--- src/rtl/mem_arbiter_pkg.sv ---
// -----------------------------------------------------------------------------
// mem_arbiter_pkg
// Shared constants for the instruction/data cache memory arbiter:
//   - default LINE_WORDS / ADDR_W / DATA_W values used by mem_arbiter
//   - FSM state encoding (IDLE, BURST_I, BURST_D, DONE)
//   - burst owner encoding shared by the arbiter and the top level
// -----------------------------------------------------------------------------
package mem_arbiter_pkg;

  localparam int LINE_WORDS_DEF = 4;
  localparam int ADDR_W_DEF     = 32;
  localparam int DATA_W_DEF     = 32;

  localparam logic [1:0] ST_IDLE    = 2'd0;
  localparam logic [1:0] ST_BURST_I = 2'd1;
  localparam logic [1:0] ST_BURST_D = 2'd2;
  localparam logic [1:0] ST_DONE    = 2'd3;

  typedef enum logic {
    OWN_I = 1'b0,
    OWN_D = 1'b1
  } owner_e;

  function automatic logic is_burst(input logic [1:0] st);
    return (st == ST_BURST_I) || (st == ST_BURST_D);
  endfunction

endpackage

--- src/rtl/mem_arbiter_rr_arb2.sv ---
// -----------------------------------------------------------------------------
// rr_arb2
// Two-way round-robin arbiter between the instruction cache (I) and the data
// cache (D). Grants are combinational and only produced while en is high; the
// last_grant register remembers the most recent winner so that a tie goes to
// the other requester. last_grant resets to I, so D wins the first tie.
//
// Ports:
//   clk    in   clock
//   rst    in   asynchronous active-low reset
//   en     in   arbitration enable (high only while the FSM is idle)
//   req_i  in   instruction-cache request
//   req_d  in   data-cache request
//   gnt_i  out  grant to the instruction cache
//   gnt_d  out  grant to the data cache
// -----------------------------------------------------------------------------
module rr_arb2
  import mem_arbiter_pkg::*;
(
  input  logic clk,
  input  logic rst,
  input  logic en,
  input  logic req_i,
  input  logic req_d,
  output logic gnt_i,
  output logic gnt_d
);

  owner_e last_grant_q;
  owner_e last_grant_d;

  always_comb begin
    gnt_i = 1'b0;
    gnt_d = 1'b0;
    if (en) begin
      if (req_i && req_d) begin
        // Tie: favour whoever did not win last time.
        if (last_grant_q == OWN_I) begin
          gnt_d = 1'b1;
        end else begin
          gnt_i = 1'b1;
        end
      end else begin
        gnt_i = req_i;
        gnt_d = req_d;
      end
    end
  end

  always_comb begin
    last_grant_d = last_grant_q;
    if (gnt_i) begin
      last_grant_d = OWN_I;
    end else if (gnt_d) begin
      last_grant_d = OWN_D;
    end
  end

  always_ff @(posedge clk or negedge rst) begin
    if (!rst) begin
      last_grant_q <= OWN_I;
    end else begin
      last_grant_q <= last_grant_d;
    end
  end

endmodule

--- src/rtl/mem_arbiter.sv ---
// -----------------------------------------------------------------------------
// mem_arbiter
// Shares one word-wide backing memory between an instruction-cache line fill
// port and a data-cache fill/write-back port. Each granted request becomes a
// LINE_WORDS-word sequential burst starting at the line base address; one
// word moves per mem_ack. A one-cycle DONE state pulses the owner's done and
// forces at least one idle cycle between bursts.
//
// Parameters:
//   LINE_WORDS  words per line burst (power of two, 2..16)
//   ADDR_W      byte address width
//   DATA_W      word width
//
// Ports:
//   clk, rst                clock, asynchronous active-low reset
//   ic_req/ic_addr          instruction fill request and line address
//   ic_rvalid/ic_rdata/ic_widx  instruction fill word return
//   ic_done                 instruction burst complete (1-cycle pulse)
//   dc_req/dc_we/dc_addr    data burst request, direction, line address
//   dc_wdata/dc_widx        write-back word and current word index
//   dc_rvalid/dc_rdata      data fill word return
//   dc_done                 data burst complete (1-cycle pulse)
//   mem_req/mem_we/mem_addr/mem_wdata   backing-memory word request
//   mem_ack/mem_rdata       backing-memory handshake and read data
//   icache_stall/dcache_stall  pipeline stall outputs
// -----------------------------------------------------------------------------
module mem_arbiter
  import mem_arbiter_pkg::*;
#(
  parameter int LINE_WORDS = LINE_WORDS_DEF,
  parameter int ADDR_W     = ADDR_W_DEF,
  parameter int DATA_W     = DATA_W_DEF,
  localparam int IW        = $clog2(LINE_WORDS)
) (
  input  logic              clk,
  input  logic              rst,

  input  logic              ic_req,
  input  logic [ADDR_W-1:0] ic_addr,
  output logic              ic_rvalid,
  output logic [DATA_W-1:0] ic_rdata,
  output logic [IW-1:0]     ic_widx,
  output logic              ic_done,

  input  logic              dc_req,
  input  logic              dc_we,
  input  logic [ADDR_W-1:0] dc_addr,
  input  logic [DATA_W-1:0] dc_wdata,
  output logic [IW-1:0]     dc_widx,
  output logic              dc_rvalid,
  output logic [DATA_W-1:0] dc_rdata,
  output logic              dc_done,

  output logic              mem_req,
  output logic              mem_we,
  output logic [ADDR_W-1:0] mem_addr,
  output logic [DATA_W-1:0] mem_wdata,
  input  logic              mem_ack,
  input  logic [DATA_W-1:0] mem_rdata,

  output logic              icache_stall,
  output logic              dcache_stall
);

  // Byte-offset bits inside one line: word index plus the 2 byte-lane bits.
  localparam int OFS_W = IW + 2;

  function automatic logic [ADDR_W-1:0] line_base(input logic [ADDR_W-1:0] addr);
    return {addr[ADDR_W-1:OFS_W], {OFS_W{1'b0}}};
  endfunction

  logic [1:0]        state_q, state_d;
  logic [IW-1:0]     cnt_q, cnt_d;
  logic [ADDR_W-1:0] base_q, base_d;
  owner_e            owner_q, owner_d;
  logic              we_q, we_d;

  logic arb_en;
  logic gnt_i;
  logic gnt_d;
  logic in_burst;
  logic last_word;
  logic rd_beat;

  // Line-offset address bits are intentionally ignored.
  logic unused_addr_bits;
  assign unused_addr_bits = ^{ic_addr[OFS_W-1:0], dc_addr[OFS_W-1:0]};

  assign arb_en    = (state_q == ST_IDLE);
  assign in_burst  = is_burst(state_q);
  assign last_word = (cnt_q == IW'(LINE_WORDS - 1));

  rr_arb2 u_arb (
    .clk   (clk),
    .rst   (rst),
    .en    (arb_en),
    .req_i (ic_req),
    .req_d (dc_req),
    .gnt_i (gnt_i),
    .gnt_d (gnt_d)
  );

  // Next-state and burst bookkeeping.
  always_comb begin
    state_d = state_q;
    cnt_d   = cnt_q;
    base_d  = base_q;
    owner_d = owner_q;
    we_d    = we_q;
    case (state_q)
      ST_IDLE: begin
        if (gnt_i) begin
          state_d = ST_BURST_I;
          base_d  = line_base(ic_addr);
          owner_d = OWN_I;
          we_d    = 1'b0;
          cnt_d   = '0;
        end else if (gnt_d) begin
          state_d = ST_BURST_D;
          base_d  = line_base(dc_addr);
          owner_d = OWN_D;
          we_d    = dc_we;
          cnt_d   = '0;
        end
      end
      ST_BURST_I, ST_BURST_D: begin
        // Requester level is not consulted here: a started burst always
        // runs to completion.
        if (mem_ack) begin
          if (last_word) begin
            state_d = ST_DONE;
            cnt_d   = '0;
          end else begin
            cnt_d   = cnt_q + 1'b1;
          end
        end
      end
      ST_DONE: begin
        state_d = ST_IDLE;
      end
      default: begin
        state_d = ST_IDLE;
      end
    endcase
  end

  always_ff @(posedge clk or negedge rst) begin
    if (!rst) begin
      state_q <= ST_IDLE;
      cnt_q   <= '0;
      base_q  <= '0;
      owner_q <= OWN_I;
      we_q    <= 1'b0;
    end else begin
      state_q <= state_d;
      cnt_q   <= cnt_d;
      base_q  <= base_d;
      owner_q <= owner_d;
      we_q    <= we_d;
    end
  end

  // Memory-side outputs. Base has its offset bits cleared, so adding the
  // word offset never carries out of the line.
  assign mem_req   = in_burst;
  assign mem_we    = in_burst & we_q;
  assign mem_addr  = in_burst ? (base_q + ADDR_W'({cnt_q, 2'b00})) : '0;
  assign mem_wdata = in_burst ? dc_wdata : '0;

  // Read data is forwarded in the same cycle as mem_ack.
  assign rd_beat   = in_burst & mem_ack & ~we_q;

  assign ic_rvalid = rd_beat & (state_q == ST_BURST_I);
  assign ic_rdata  = ic_rvalid ? mem_rdata : '0;
  assign ic_widx   = ic_rvalid ? cnt_q : '0;

  assign dc_rvalid = rd_beat & (state_q == ST_BURST_D);
  assign dc_rdata  = dc_rvalid ? mem_rdata : '0;
  assign dc_widx   = cnt_q;

  assign ic_done   = (state_q == ST_DONE) & (owner_q == OWN_I);
  assign dc_done   = (state_q == ST_DONE) & (owner_q == OWN_D);

  // Stalls are combinational from the request; gating with rst keeps every
  // output low while reset is held, even with a request pending.
  assign icache_stall = rst & ic_req & ~ic_done;
  assign dcache_stall = rst & dc_req & ~dc_done;

endmodule

--- config.mk ---
export PLATFORM = sky130hd
export DESIGN_NAME = mem_arbiter
export DESIGN_NICKNAME = d
export VERILOG_FILES = /design/src/rtl/mem_arbiter_pkg.sv /design/src/rtl/mem_arbiter_rr_arb2.sv /design/src/rtl/mem_arbiter.sv
export SDC_FILE = /design/constraint.sdc
export NUM_CORES = 1
export LEC_CHECK = 0
export CAP_MARGIN = 40
export CORE_ASPECT_RATIO = 0.5
export CORE_MARGIN = 5
export CORE_UTILIZATION = 29
export DETAILED_ROUTE_END_ITERATION = 8
export MAX_ROUTING_LAYER = met4
export PLACE_DENSITY = 0.82
export SLEW_MARGIN = 20
export SYNTH_ARGS = -nofsm -noshare
export SYNTH_HDL_FRONTEND = slang
export SYNTH_SLANG_ARGS = --single-unit
--- constraint.sdc ---
create_clock -name clk -period 2.15 [get_ports clk]
set_input_delay 0.215 -clock clk [delete_from_list [all_inputs] [get_ports clk]]
set_output_delay 0.215 -clock clk [all_outputs]
set_load 0.02 [all_outputs]
==> metrics.cfg <==
[run_status]
outcome = finished, final reports clean

[route]
final_antenna_net_count = 0
vias_per_cell = 4.58
drtIter0Drc = 89
first_pass_iters = 4
routedWlPerCell_um = 17.5
drt_wl_total_mm = 11.6
drc = 0
vias = 3033

[logic_synthesis]
ys_types = 32
avgSynthCellArea_um2 = 9.11
synth-seq-cells = 35
yosys_warnings = 0
synth_top_area_share_pct = 37.8
syn_area_um2 = 2610
ys_seq_area_share_pct = 33.5
synth_cells = 287
synth_area_leaders = and2_1, dfrtp_1, a221o_1
synth_top_area_cell = and2_1

[layout]
nets = 684
area_delta_synth_final_pct = 104
most-common-layout-cells = and2_1, clkdlybuf4s50_1, clkbuf_2, dlymetal6s2s_1, dfrtp_1
layout_commonest_cell = and2_1
drive_gt1_share_pct = 17.1
antenna_cells = 0
fillCellCount = 781

[timing]
setup_viol = 0
period_minus_slack_ns = 2.06
fin_ws_ns = 0.0871
finalCritPeriodShare_pct = 95.9
rsz0062_at_grt = false
setup_tns_ns = 0
hold_viol_final = 0
final-max-slew-violation-count = 0
fmax_ghz = 0.485
clock_skew_ns = 0.00326

[placement]
pre_cts_slack_ns = -0.0274
gp_congestion = 0.810
hpwlAfterDp_mm = 9.19
portBuffers = 263

[global_routing]
first_global_vias = 3152
grt.total_usage_pct = 19.9
gr-total-overflow = 0
antenna_found_initial = 0
met2_usage_pct = 36.4
grt_start_max_net_pins = 40
met3_usage_pct = 3.60
use_met1_pct = 22.5
grt_pass1_wl_mm = 17.4
top_usage_layer = met2

[clock_tree]
clock_path_buffers = 2
htreeDepth = 2
path_clk_slew_ns = 0.05
cts_setup_buffers = 0
cts_tree = done
cts_sinks = 35
cts-root-buf = clkbuf_16
clk_latency_ns = 0.27
cts_buffers = 5

[min_path]
hold_path_class = primary input to asynchronous set/reset pin

[pwr]
p_seq_share_pct = 16.4
p_clk_share_pct = 10.4
p_int_mw = 3.94
switching_share_pct = 44.1
switching_power_mw = 3.10
ir_drop_mv = 0.853
combPwrFrac_pct = 73.2
p_per_area_nw_per_um2 = 1320
leakage_nw = 3.08
total_power_mw = 7.04

[critical_path]
crit_arrival_ns = 1.85
worstSetupPathType = flop to output port
slowest_stage = dfrtp_1
reg2reg_slack_ns = 0.36
startpoint = state_q[0]$_DFFE_PN0P_
max_stage_delay_ns = 0.34
crit_path_max_fanout = 35
reg2reg_from = state_q[0]$_DFFE_PN0P_
required_ns = 1.93
worstSetupStartpointType = flop
cp_cell_sequence = inv_1 -> ha_4 -> and4b_1 -> buf_12 -> and2_1 -> clkdlybuf4s15_1
crit_path_end_kind = output port

[floorplan]
dieArea_um2 = 11100
core_area_um2 = 8740
rows = 24
die_w_um = 144
io_pins = 274
die_h_um = 77.1
start_util_pct = 29.9

[flow_run]
max_cap_violations = 0

[cell families after synthesis]
kind of cell	after synthesis	share of synthesized area, %
AOI/OAI and AO/OA	37	13.6
adders and majority gates	6	2.87
buffers and inverters	27	5.65
DFF	35	33.5
muxes	2	0.957
other	1	0.143
and+or+nand+nor	179	43.2
[final cells by class]
cell class / count / area (um2) / share of cell area (%)
repair buffers: 273 / 2540 / 47.6
well taps: 117 / 146 / 2.74
flip-flops and latches: 35 / 876 / 16.4
multi-input cells: 226 / 1610 / 30.1
inverters: 3 / 11.3 / 0.211
clock buffers: 8 / 156 / 2.93
[critical path, delay by kind of cell, from the launching register on]
kind | cells | cell delay, ns
adders and majority gates | 1 | 0.30
buffers and inverters | 3 | 0.55
DFF | 1 | 0.34
and+or+nand+nor | 2 | 0.37
[final timing paths]
path                                             endpoint  cells after the start
min reg2reg                u_arb.last_grant_q$_DFFE_PN0P_                      1
max                                          ic_rdata[12]                      6
max in group asynchronous           base_q[6]$_DFFE_PN0P_                      3
min                                      we_q$_DFFE_PN0P_                      2
min in group clk           u_arb.last_grant_q$_DFFE_PN0P_                      1
max reg2reg                        state_q[1]$_DFFE_PN0P_                      6
[power groups by stage]
stage / Combinational (mW) / Sequential (mW) / Clock (mW)
CTS: 5.36 / 1.15 / 0.759
global route: 5.54 / 1.19 / 0.783
detailed placement: 5.47 / 1.16 / 0
finish: 5.15 / 1.15 / 0.735
global placement: 5.40 / 1.14 / 0
floorplan: 3.00 / 1.12 / 0
[per-stage QoR]
step	hold WS [ns]	utilization [%]	cells	area, um2
after floorplan	-0.0806	-	288	2620
final	0.329	61.1	662	5340
after detailed placement	0.0225	61.4	653	5360
after CTS	0.313	63.0	662	5500
after global routing	0.339	61.1	662	5340
after global placement	0.0231	61.3	652	5350
[registers in the layout (all words and copies together), names as in the netlist]
register / cells
base_q: 28
dc_widx: 2
state_q: 2
owner_q: 1
u_arb.last_grant_q: 1
we_q: 1
[metal layers]
layer | share of wire (%) | vias to the layer above
met5 | 0 | -
met4 | 1.4 | 0
met3 | 6.6 | 14
met2 | 54 | 104
met1 | 38 | 1446
li1 | - | 1469
[synth_stat cells]
master and instances:
a21boi_0 2, a21o_1 2, a221o_1 25, a221o_2 3, and2_1 158, and2_4 1, and3_4 1, and4b_1 2
buf_2 4, buf_4 3, buf_6 4, clkbuf_1 13, conb_1 1, dfrtp_1 35, ha_1 6, inv_1 3
mux2_4 1, mux2i_1 1, nand2_1 4, nand2b_2 1, nand3_1 1, nor2_1 2, nor2_4 1, nor2b_1 4
nor3_1 1, nor3_2 1, nor3b_1 1, o21ai_0 1, o21ai_2 1, o2bb2ai_1 1, o32a_1 2, or2_1 1
[timing repair]
action | 4_1_cts | 5_1_grt
resized for setup | 134 | 133
hold buffers | 1 | 0
endpoints found under the hold margin | 1 | 0
endpoints found under the setup margin | 131 | 108
No activity file was read; power rests on OpenSTA's default activity.
